File: config.mk
export PLATFORM = sky130hd
export DESIGN_NAME = rotary_gen
export DESIGN_NICKNAME = d
export VERILOG_FILES = /design/src/rtl/rotary_gen.sv
export SDC_FILE = /design/constraint.sdc
export NUM_CORES = 1
export LEC_CHECK = 0
export ABC_AREA = 1
export CORE_ASPECT_RATIO = 0.7
export CORE_MARGIN = 8
export CORE_UTILIZATION = 40
export DETAILED_ROUTE_END_ITERATION = 16
export PLACE_DENSITY = 0.66
export SLEW_MARGIN = 15
export SYNTH_ARGS = -nofsm -noshare
export SYNTH_HDL_FRONTEND = slang
export SYNTH_SLANG_ARGS = --single-unit
File: constraint.sdc
create_clock -name clk -period 3.45 [get_ports clk]
set_input_delay 0.8625 -clock clk [delete_from_list [all_inputs] [get_ports clk]]
set_output_delay 0.8625 -clock clk [all_outputs]
set_load 0.005 [all_outputs]
File: src/rtl/rotary_gen.sv
// Quadrature generator: emits a commanded number of detents on ROT_A/ROT_B
// with optional contact chatter at each phase edge.
module rotary_gen #(
  parameter int unsigned DWELL  = 8,
  parameter int unsigned BOUNCE = 0
) (
  input  logic       clk,
  input  logic       rst,
  input  logic       cmd_valid,
  output logic       cmd_ready,
  input  logic       cmd_dir,
  input  logic [7:0] cmd_count,
  output logic       ROT_A,
  output logic       ROT_B,
  output logic       busy,
  output logic       done,
  output logic [7:0] steps_left
);

  localparam int unsigned    CntW   = (DWELL > 1) ? $clog2(DWELL) : 1;
  localparam logic [CntW-1:0] CntMax = CntW'(DWELL - 1);

  typedef enum logic [2:0] {StIdle, StPh1, StPh2, StPh3, StPh4, StDone} state_e;

  state_e          state_q, state_d;
  logic [CntW-1:0] cnt_q, cnt_d;
  logic            dir_q, dir_d;
  logic [7:0]      steps_q, steps_d;
  logic [1:0]      rot_q, rot_d;
  logic            phase_end;
  logic            in_bounce;
  logic [1:0]      new_ab, old_ab;

  assign phase_end = (cnt_q == CntMax);

  always_ff @(posedge clk) begin
    if (rst) begin
      state_q <= StIdle;
      cnt_q   <= '0;
      dir_q   <= 1'b0;
      steps_q <= 8'd0;
      rot_q   <= 2'b00;
    end else begin
      state_q <= state_d;
      cnt_q   <= cnt_d;
      dir_q   <= dir_d;
      steps_q <= steps_d;
      rot_q   <= rot_d;
    end
  end

  always_comb begin
    state_d = state_q;
    cnt_d   = cnt_q;
    dir_d   = dir_q;
    steps_d = steps_q;
    unique case (state_q)
      StIdle: begin
        if (cmd_valid) begin
          dir_d   = cmd_dir;
          steps_d = cmd_count;
          cnt_d   = '0;
          state_d = (cmd_count == 8'd0) ? StDone : StPh1;
        end
      end
      StPh1, StPh2, StPh3: begin
        cnt_d = phase_end ? '0 : cnt_q + CntW'(1);
        if (phase_end) begin
          state_d = (state_q == StPh1) ? StPh2 : (state_q == StPh2) ? StPh3 : StPh4;
        end
      end
      StPh4: begin
        cnt_d = phase_end ? '0 : cnt_q + CntW'(1);
        if (phase_end) begin
          steps_d = steps_q - 8'd1;
          state_d = (steps_q == 8'd1) ? StDone : StPh1;
        end
      end
      StDone:  state_d = StIdle;
      default: state_d = StIdle;
    endcase
  end

  // Chatter replays the previous phase value on odd dwell indices inside the bounce window.
  if (BOUNCE > 0) begin : g_bounce
    assign in_bounce = (cnt_d < CntW'(BOUNCE)) & cnt_d[0];
  end else begin : g_clean
    assign in_bounce = 1'b0;
  end

  // Line values are computed from the next state so ROT_A/ROT_B come straight from flops.
  always_comb begin
    new_ab = 2'b00;
    old_ab = 2'b00;
    unique case (state_d)
      StPh1: begin
        new_ab = dir_d ? 2'b10 : 2'b01;
        old_ab = 2'b00;
      end
      StPh2: begin
        new_ab = 2'b11;
        old_ab = dir_d ? 2'b10 : 2'b01;
      end
      StPh3: begin
        new_ab = dir_d ? 2'b01 : 2'b10;
        old_ab = 2'b11;
      end
      StPh4: begin
        new_ab = 2'b00;
        old_ab = dir_d ? 2'b01 : 2'b10;
      end
      default: begin
        new_ab = 2'b00;
        old_ab = 2'b00;
      end
    endcase
    rot_d = in_bounce ? old_ab : new_ab;
  end

  always_comb begin
    cmd_ready  = (state_q == StIdle);
    busy       = (state_q == StPh1) || (state_q == StPh2) ||
                 (state_q == StPh3) || (state_q == StPh4);
    done       = (state_q == StDone);
    ROT_A      = rot_q[1];
    ROT_B      = rot_q[0];
    steps_left = steps_q;
  end

endmodule

# Yosys cells after proc, flatten, opt, wreduce, memory -nomap -nowiden
# Cells that the tools add are included.
[word_totals] input_bits=12 reg_bits=17 out_inout_bits=13
[op_classes] muxes=19 add_sub_neg=2 reduce_logical=11 n_eq_ne=12
[op_table] op="$mux W3" count=9
[op_table] op="$mux W8" count=2
[op_table] op="$pmux W8 S2" count=1
[op_table] op="$eq A3 B2 Y1 const B" count=4
[op_table] op="$eq A3 B3 Y1 const B" count=3
[op_table] op="$pmux W3 S3" count=1
[op_table] op="$eq A8 B1 Y1 const B" count=1
[op_table] op="$logic_not A8 Y1" count=1
[op_table] op="$sub A8 B1 Y8 const B" count=1
[op_table] op="$eq A3 B1 Y1 const B" count=2
[op_table] op="$pmux W2 S3" count=1
[op_table] op="$pmux W3 S2" count=1
[op_table] op="$mux W2" count=2
[op_table] op="$ne A2 B2 Y1 const B" count=2
[op_table] op="$reduce_bool A2 Y1" count=2
[op_table] op="$reduce_or A4 Y1" count=1
[op_table] op="$add A3 B1 Y3 const B" count=1
[op_table] op="$logic_not A3 Y1" count=1
[op_table] op="$logic_or A1 B1 Y1" count=3
[op_table] op="$reduce_and A3 Y1" count=1
[op_table] op="$reduce_or A3 Y1" count=1
[op_table] op="$mux W1" count=2
[op_table] op="$reduce_and A2 Y1" count=1

# Depth between registers and ports, before layout
# Gate-level depths: netlist of the first run.
[depth] ltp_word=7 mapped_depth=11 ltp_nobuf=11

# Least setup slack after synthesis of the first run
# Ideal clock, no wire load.
[synth_path] path_kind="register to output" start="reg state_q[1]" end="out busy" path_slack_ns=1.766 arrival_time_ns=0.821 stages_incl_launch_ff=6 cell_sequence="dfxtp_1 > inv_2 > nand2_2 > nor2_8 > nor2_1 > inv_1"
[synth_between] elab_chain_cells=4 word_cells_on_any_way=7
[synth_lines] element="start, declared" line_no="25" rtl="state_e state_q, state_d;"
[synth_lines] element="start signal, assigned" line_no="38" rtl="state_q <= StIdle;"
[synth_lines] element="start signal, assigned" line_no="44" rtl="state_q <= state_d;"
[synth_lines] element="$eq A3 B1 Y1 or $eq A3 B2 Y1 (tied branches)" line_no="122" rtl="busy = (state_q == StPh1) || (state_q == StPh2) ||"
[synth_lines] element="$logic_or A1 B1 Y1 (2 in a row)" line_no="122"
[synth_lines] element="$logic_or A1 B1 Y1 *" line_no="123" rtl="(state_q == StPh3) || (state_q == StPh4);"
[synth_lines] element="end, declared" line_no="15" rtl="output logic busy,"
# Mark *: on every way between the ends. The rest lies on a longest branch, timed or not.

# Final worst setup path of the first run
[layout_path] start="reg state_q[2]" end="out busy"
# Same word-level chain as after synthesis.

==> results by group, run 1 <==
Clocking
  – Clock tree from TritonCTS: done
  – Setup Buffers After CTS: 0
  – Number of sinks driven by the clock tree: 17
  – CTS resizes: 0
  – Htree depth: 1
  – Clk Latency, worst-skew pair: 0.25 ns
  – Buffer cell driving the clock tree root: sky130_fd_sc_hd__clkbuf_8
  – Hold_buf cts: 0
  – Clock-pin slew on the worst setup and hold paths: 0.06 ns
  – Number of buffers inserted during clock tree synthesis: 3
  – Clock buffer depth: 2

Yosys
  – Most area-hungry cell type in the Yosys netlist: sky130_fd_sc_hd__dfxtp_1
  – Most used DFF post-synth: sky130_fd_sc_hd__dfxtp_1
  – Most common library cells after synthesis: sky130_fd_sc_hd__nand2_1 (34), sky130_fd_sc_hd__nor2_1 (26), sky130_fd_sc_hd__dfxtp_1 (17), sky130_fd_sc_hd__inv_1 (17), sky130_fd_sc_hd__a21oi_1 (10)
  – Share of async-settable or async-resettable flops after synthesis: 0%
  – Distinct cell type count of the synthesized netlist: 25
  – Share of synthesized area occupied by flip-flops and latches: 32.3%
  – Avg Inst Size Synth: 6.75 um2
  – Number of enable flip-flop cells after synthesis: 0
  – Netlist area before placement: 1050 um2
  – Cell with the most instances after synthesis: sky130_fd_sc_hd__nand2_1
  – Number of instances in the synthesized netlist: 156
  – Synthesis-stage register bit count: 17
  – Post-Syn Nets: 173
  – Yosys warning count: 0
  – Largest cells by area after synthesis: sky130_fd_sc_hd__dfxtp_1 (32%), sky130_fd_sc_hd__nand2_1 (12%), sky130_fd_sc_hd__nor2_1 (9.3%), sky130_fd_sc_hd__inv_1 (6.1%), sky130_fd_sc_hd__ha_1 (5.9%)
  – Area fraction of the dominant cell type after synthesis: 32.3%

Timing
  – Setup TNS: 0 ns
  – Transition at the pin with the smallest max-transition slack: 0.285 ns
  – Final worst path period need: 2.53 ns
  – Total setup violations reported at the end of the flow: 0
  – Final setup skew: 0.00633 ns
  – Final number of hold-violating endpoints: 0
  – Number of pins exceeding their max-slew limit in the final report: 0
  – Worst hold margin: 0.468 ns
  – Worst relative slew slack: 80.9%
  – Share of the clock period used by the worst path: 73.2%
  – Post-route worst setup slack: 0.923 ns
  – RSZ-0062 raised after global routing: false
  – Max Fclk: 396 MHz

Power and ir drop
  – Internal power contribution: 346 uW
  – Gate power share: 23.6%
  – Worst vdd rail ir drop: 0.000254 V
  – Portion of total power attributed to sequential cells: 45.4%
  – Pwr Density: 351 nW/um2
  – Leak: 0.630 nW
  – Reported net switching power: 136 uW
  – Clock share of power: 31.0%
  – Proportion of total power due to net switching: 28.3%
  – Overall power consumption: 482 uW

Place
  – Standard cell area after detailed placement: 1330 um2
  – Final RePlAce weighted congestion: 0.823
  – Setup slack at placement: 1.20 ns
  – Number of cells after detailed placement: 213
  – Count of input and output buffers: 24
  – Detailed placement HPWL: 2040 um

GRT
  – Antenna violations before repair: 0
  – Global-route wire length before repair: 4270 um
  – Congestion Overflow GR: 0
  – Overall global routing resource usage: 11.9%
  – Number of global-route vias before repair: 941
  – Maximum number of pins on one net before global-route repair: 15

Cells and area
  – Diodes inserted: 0
  – Final instance area: 1370 um2
  – Multi-input logic area: 619 um2
  – P&R area growth vs syn: 30.4%
  – NumNets Final: 201
  – Final std cells w/o fill: 217
  – Fill cell total of the finished layout: 229
  – Sequential cell area: 340 um2
  – Share of cells above drive strength 1: 10.4%
  – Core utilization of the finished layout: 55.5%

Routing
  – DRC Markers: 0
  – Antenna Violating Nets Remaining: 0
  – Router iterations before antenna repair: 5
  – Routed vias: 1035
  – Via/cell ratio: 4.77
  – Wirelength, routed: 2580 um
  – Iteration-0 DRC Markers: 55
  – Drt wl/cell: 11.9 um

Job
  – Number of max-capacitance violations reported: 0

Die
  – Die width: 77.3 um
  – Starting Density: 42.5%
  – I/O pin count: 25
  – Die Outline Area: 4560 um2
  – DIE HEIGHT: 58.9 um
  – Floorplan Core Area: 2480 um2
  – Standard-cell rows: 15

Worst setup path
  – Critical path type: register to output pin
  – Top Family by Delay on Critical Path: buffers and inverters
  – Critical path required time: 2.59 ns
  – CP Buf/Inv Count: 3
  – Launching element type of the critical path: register
  – Worst setup EP type: output pin
  – Stage delay of the slowest cell on the critical path: 0.51 ns
  – Maximum fanout encountered on the critical timing path: 9
  – Arrival @ worst endpoint: 1.66 ns
  – Critical path, cell by cell: inv_2, nor2_8, nor2_1, inv_1, clkdlybuf4s50_1
  – Slowest CP cell: sky130_fd_sc_hd__clkdlybuf4s50_1

Outcome
  – Outcome: complete, no violations

Min path
  – Path type of the worst min-delay path: register to register
-- sequential cells by signal, summed over array words and instances (netlist names) --
| register | cells |
|---|---|
| rot_q | 2 |
| steps_left | 8 |
| cnt_q | 3 |
| state_q | 3 |
| dir_q | 1 |
-- cell usage in the layout, fill, tap and decap left out, drive strengths merged --
cell | netlist | routed
nand2 | 39 | 39
o21bai | 1 | 1
nand3 | 4 | 4
or2 | 1 | 1
clkdlybuf4s50 | 0 | 24
inv | 21 | 21
xor2 | 1 | 1
buf | 1 | 1
ha | 5 | 5
clkbuf | 1 | 4
a211oi | 1 | 1
dfxtp | 17 | 17
nor2 | 29 | 29
xnor2 | 1 | 1
a31oi | 4 | 4
o21ai | 16 | 16
nor3 | 4 | 4
a21oi | 10 | 10
-- tightest hold or removal path: cells and delay by family, from the launching register on --
kind | cells | cell delay (ns)
AO/OA/AOI/OAI | 1 | 0.05
flip-flops | 1 | 0.31
AND/OR/NAND/NOR | 1 | 0.06
-- power by group through the flow --
| stage | logic (mW) | clock network [mW] | registers [mW] |
|---|---|---|---|
| floorplan | 0.0663 | 0 | 0.222 |
| CTS | 0.114 | 0.155 | 0.219 |
| finish | 0.113 | 0.150 | 0.219 |
| global route | 0.128 | 0.160 | 0.220 |
| global placement | 0.111 | 0 | 0.222 |
| detailed placement | 0.113 | 0 | 0.223 |
-- layout make-up --
type	instances	share of cell area, %
Tap cell	34	3.10
Sequential cell	17	24.8
Clock buffer	4	3.28
Multi-Input combinational cell	116	45.1
Inverter	21	5.74
Timing Repair Buffer	25	18.0
-- worst paths after layout --
path                                       startpoint                    end  slack [ns]  cells after the start
worst max-delay path            state_q[2]$_SDFF_PP0_                   busy        0.92                      5
worst max register to register  cnt_q[0]$_SDFFE_PP0P_    rot_q[1]$_SDFF_PP0_        1.81                     10
worst min-delay path            cnt_q[1]$_SDFFE_PP0P_  cnt_q[1]$_SDFFE_PP0P_        0.47                      2
worst min register to register  cnt_q[1]$_SDFFE_PP0P_  cnt_q[1]$_SDFFE_PP0P_        0.47                      2
-- cells by family after synthesis --
family | count (synthesis) | synth area share [%]
and+or+nand+nor | 77 | 34.7
DFF | 17 | 32.3
AOI/OAI and AO/OA | 32 | 16.5
xor gates and xnor gates | 2 | 1.66
buffers and inverters | 23 | 8.91
adders and majority gates | 5 | 5.94
-- per-layer routing --
layer / global-route usage (%) / wire (um) / vias to the layer above
met5: 0 / 0 / -
met4: 6.42 / 53 / 0
met3: 4.26 / 115 / 5
met2: 17.9 / 1120 / 15
met1: 14.5 / 1290 / 461
li1: - / - / 554
(Power assumes the default switching activity.)
==> run 2, diff against run 1 <==
==> constraint.sdc (replaced) <==
create_clock -name clk -period 2.61 [get_ports clk]
set_input_delay 0.6525 -clock clk [delete_from_list [all_inputs] [get_ports clk]]
set_output_delay 0.6525 -clock clk [all_outputs]
set_load 0.005 [all_outputs]
==> results by group, run 2 (synthesis results as in run 1) <==
Worst setup path
  – Worst setup EP type: output pin (unchanged)
  – Critical path type: register to output pin (unchanged)
  – Arrival @ worst endpoint: 1.70 ns (was 1.66 ns)
  – Top Family by Delay on Critical Path: buffers and inverters (unchanged)
  – Minimum setup slack among reg-to-reg paths: 0.95 ns (was 1.81 ns)
  – Number of gates on the worst path with buffers counted: 5 (unchanged)
  – Number of cell instances on the worst register-to-register path: 9 (was 10)
  – Stage delay of the slowest cell on the critical path: 0.51 ns (about the same)
  – Worst reg2reg endpoint: rot_q[0]$_SDFF_PP0_ (was rot_q[1]$_SDFF_PP0_)
  – FF-to-FF Start: cnt_q[0]$_SDFFE_PP0P_ (unchanged)
  – Critical path required time: 1.96 ns (was 2.59 ns)
  – CP Buf/Inv Count: 3 (unchanged)
  – Critical path, cell by cell: inv_2, nor2_8, nor2_1, inv_1, clkdlybuf4s50_1 (unchanged)
  – Launching element type of the critical path: register (unchanged)
  – Slowest CP cell: sky130_fd_sc_hd__clkdlybuf4s50_1 (unchanged)
  – Maximum fanout encountered on the critical timing path: 9 (unchanged)

Power and ir drop
  – Clock share of power: 32.0% (was 31.0%)
  – Internal power contribution: 457 uW (was 346 uW)
  – Worst vdd rail ir drop: 0.000221 V (was 0.000254 V)
  – Proportion of total power due to net switching: 29.1% (was 28.3%)
  – Gate power share: 23.2% (was 23.6%)
  – Leak: 0.630 nW (unchanged)
  – Reported net switching power: 187 uW (was 136 uW)
  – Pwr Density: 469 nW/um2 (was 351 nW/um2)
  – Portion of total power attributed to sequential cells: 44.9% (was 45.4%)

Outcome
  – Outcome: complete, no violations (unchanged)

Die
  – Die Outline Area: 4560 um2 (unchanged)
  – I/O pin count: 25 (unchanged)
  – Starting Density: 42.5% (unchanged)
  – Floorplan Core Area: 2480 um2 (unchanged)
  – Die width: 77.3 um (unchanged)
  – Standard-cell rows: 15 (unchanged)
  – DIE HEIGHT: 58.9 um (unchanged)

Cells and area
  – Fill cell total of the finished layout: 248 (was 229)
  – Diodes inserted: 0 (unchanged)
  – Share of cells above drive strength 1: 10.4% (unchanged)
  – Multi-input logic area: 619 um2 (unchanged)
  – Sequential cell area: 340 um2 (unchanged)
  – Core utilization of the finished layout: 55.5% (unchanged)
  – P&R area growth vs syn: 30.4% (unchanged)
  – NumNets Final: 201 (unchanged)
  – Leading cell types in the layout, fill and taps excluded: sky130_fd_sc_hd__nand2_1 (34), sky130_fd_sc_hd__nor2_1 (26), sky130_fd_sc_hd__clkdlybuf4s50_1 (24), sky130_fd_sc_hd__inv_1 (17), sky130_fd_sc_hd__dfxtp_1 (17) (unchanged)
  – Most common cell after layout, fill and taps aside: sky130_fd_sc_hd__nand2_1 (unchanged)
  – Number of flip-flops under the largest register name: 8 (unchanged)
  – Final instance area: 1370 um2 (unchanged)

Timing
  – Final number of hold-violating endpoints: 0 (unchanged)
  – Share of the clock period used by the worst path: 90.2%
  – Number of pins exceeding their max-slew limit in the final report: 0 (unchanged)
  – Final setup skew: 0.00294 ns (was 0.00633 ns)
  – Total setup violations reported at the end of the flow: 0 (unchanged)
  – Final worst path period need: 2.35 ns
  – Worst relative slew slack: 80.4% (was 80.9%)
  – Post-route worst setup slack: 0.256 ns (was 0.923 ns)
  – Setup TNS: 0 ns (unchanged)
  – Transition at the pin with the smallest max-transition slack: 0.293 ns (was 0.285 ns)
  – Max Fclk: 425 MHz
  – RSZ-0062 raised after global routing: false (unchanged)
  – Worst hold margin: 0.467 ns (was 0.468 ns)

Routing
  – Antenna Violating Nets Remaining: 0 (unchanged)
  – Wirelength, routed: 2570 um (was 2580 um)
  – Routed vias: 1053 (was 1035)
  – Iteration-0 DRC Markers: 70 (was 55)
  – Via/cell ratio: 4.85 (was 4.77)
  – DRC Markers: 0 (unchanged)
  – Drt wl/cell: 11.8 um (was 11.9 um)
  – Router iterations before antenna repair: 4 (was 5)

Clocking
  – Clock tree from TritonCTS: done (unchanged)
  – Htree depth: 1 (unchanged)
  – Clk Latency, worst-skew pair: 0.26 ns (was 0.25 ns)
  – Clock buffer depth: 2 (unchanged)
  – Setup Buffers After CTS: 0 (unchanged)
  – Buffer cell driving the clock tree root: sky130_fd_sc_hd__clkbuf_8 (unchanged)
  – CTS resizes: 0 (unchanged)
  – Number of sinks driven by the clock tree: 17 (unchanged)
  – Hold_buf cts: 0 (unchanged)
  – Number of buffers inserted during clock tree synthesis: 3 (unchanged)
  – Clock-pin slew on the worst setup and hold paths: 0.07 ns (was 0.06 ns)

GRT
  – Antenna violations before repair: 0 (unchanged)
  – Congestion Overflow GR: 0 (unchanged)
  – Number of global-route vias before repair: 949 (was 941)
  – Routing usage on met2: 18.4% (was 17.9%)
  – Global-route track usage on met1: 14.0% (was 14.5%)
  – Overall global routing resource usage: 11.7% (was 11.9%)
  – Global-route wire length before repair: 4240 um (was 4270 um)
  – Maximum number of pins on one net before global-route repair: 15 (unchanged)
  – Most Crowded Layer GR: met2 (unchanged)
  – GR Layer Usage met3: 4.71% (was 4.26%)

Place
  – Standard cell area after detailed placement: 1330 um2 (unchanged)
  – Setup slack at placement: 0.565 ns (was 1.20 ns)
  – Detailed placement HPWL: 2000 um (was 2040 um)
  – Count of input and output buffers: 24 (unchanged)
  – Final RePlAce weighted congestion: 0.822 (was 0.823)

Min path
  – Path type of the worst min-delay path: register to register (unchanged)
  – Launch instance of the worst min-delay path: cnt_q[0]$_SDFFE_PP0P_ (was cnt_q[1]$_SDFFE_PP0P_)
  – Terminating pin of the worst hold path: cnt_q[0]$_SDFFE_PP0P_ (was cnt_q[1]$_SDFFE_PP0P_)
  – Number of cells on the worst hold path: 1 (was 2)

Job
  – Number of max-capacitance violations reported: 0 (unchanged)
[run 2: power groups by stage]
stage          clock, mW  sequential (mW)  combinational [mW]
6_report           0.206            0.289               0.149
5_1_grt            0.214            0.291               0.170
4_1_cts            0.208            0.289               0.150
3_5_place_dp           0            0.295               0.150
3_3_place_gp           0            0.294               0.147
2_1_floorplan          0            0.293              0.0876
[run 2: worst reg2reg max path, delay by kind of cell, from the launching register on]
| family | cells | cell delay [ns] |
|---|---|---|
| adder cells (fa/ha/maj) | 2 | 0.47 |
| AO/OA/AOI/OAI | 2 | 0.26 |
| buffers and inverters | 1 | 0.07 |
| AND/OR/NAND/NOR | 4 | 0.49 |
| flip-flops | 1 | 0.32 |
[run 2: layout make-up]
class / instances / area share (%)
inverter: 21 / 5.74
sequential: 17 / 24.8
timing repair buffer: 25 / 18.0
multi-input combinational: 116 / 45.1
tap: 34 / 3.10
clock buffer: 4 / 3.28
[run 2: per-stage QoR]
step | total power, mW | instances
after floorplan | 0.381 | 156
after global placement | 0.441 | 213
after detailed placement | 0.445 | 213
after CTS | 0.648 | 217
after global routing | 0.675 | 217
final | 0.644 | 217
[run 2: worst max-delay path by stage]
stage                           from    to  slack [ns]
5_1_grt        state_q[2]$_SDFF_PP0_  busy        0.13
3_5_place_dp   state_q[2]$_SDFF_PP0_  busy        0.56
3_3_place_gp   state_q[2]$_SDFF_PP0_  busy        0.60
6_report       state_q[2]$_SDFF_PP0_  busy        0.26
4_1_cts        state_q[2]$_SDFF_PP0_  busy        0.26
2_1_floorplan  state_q[1]$_SDFF_PP0_  busy        1.14
[run 2: layer usage]
| metal | vias to the layer above | share of wire, % |
|---|---|---|
| met5 | - | 0 |
| met4 | 0 | 1.0 |
| met3 | 5 | 5.5 |
| met2 | 16 | 45 |
| met1 | 482 | 49 |
| li1 | 550 | - |
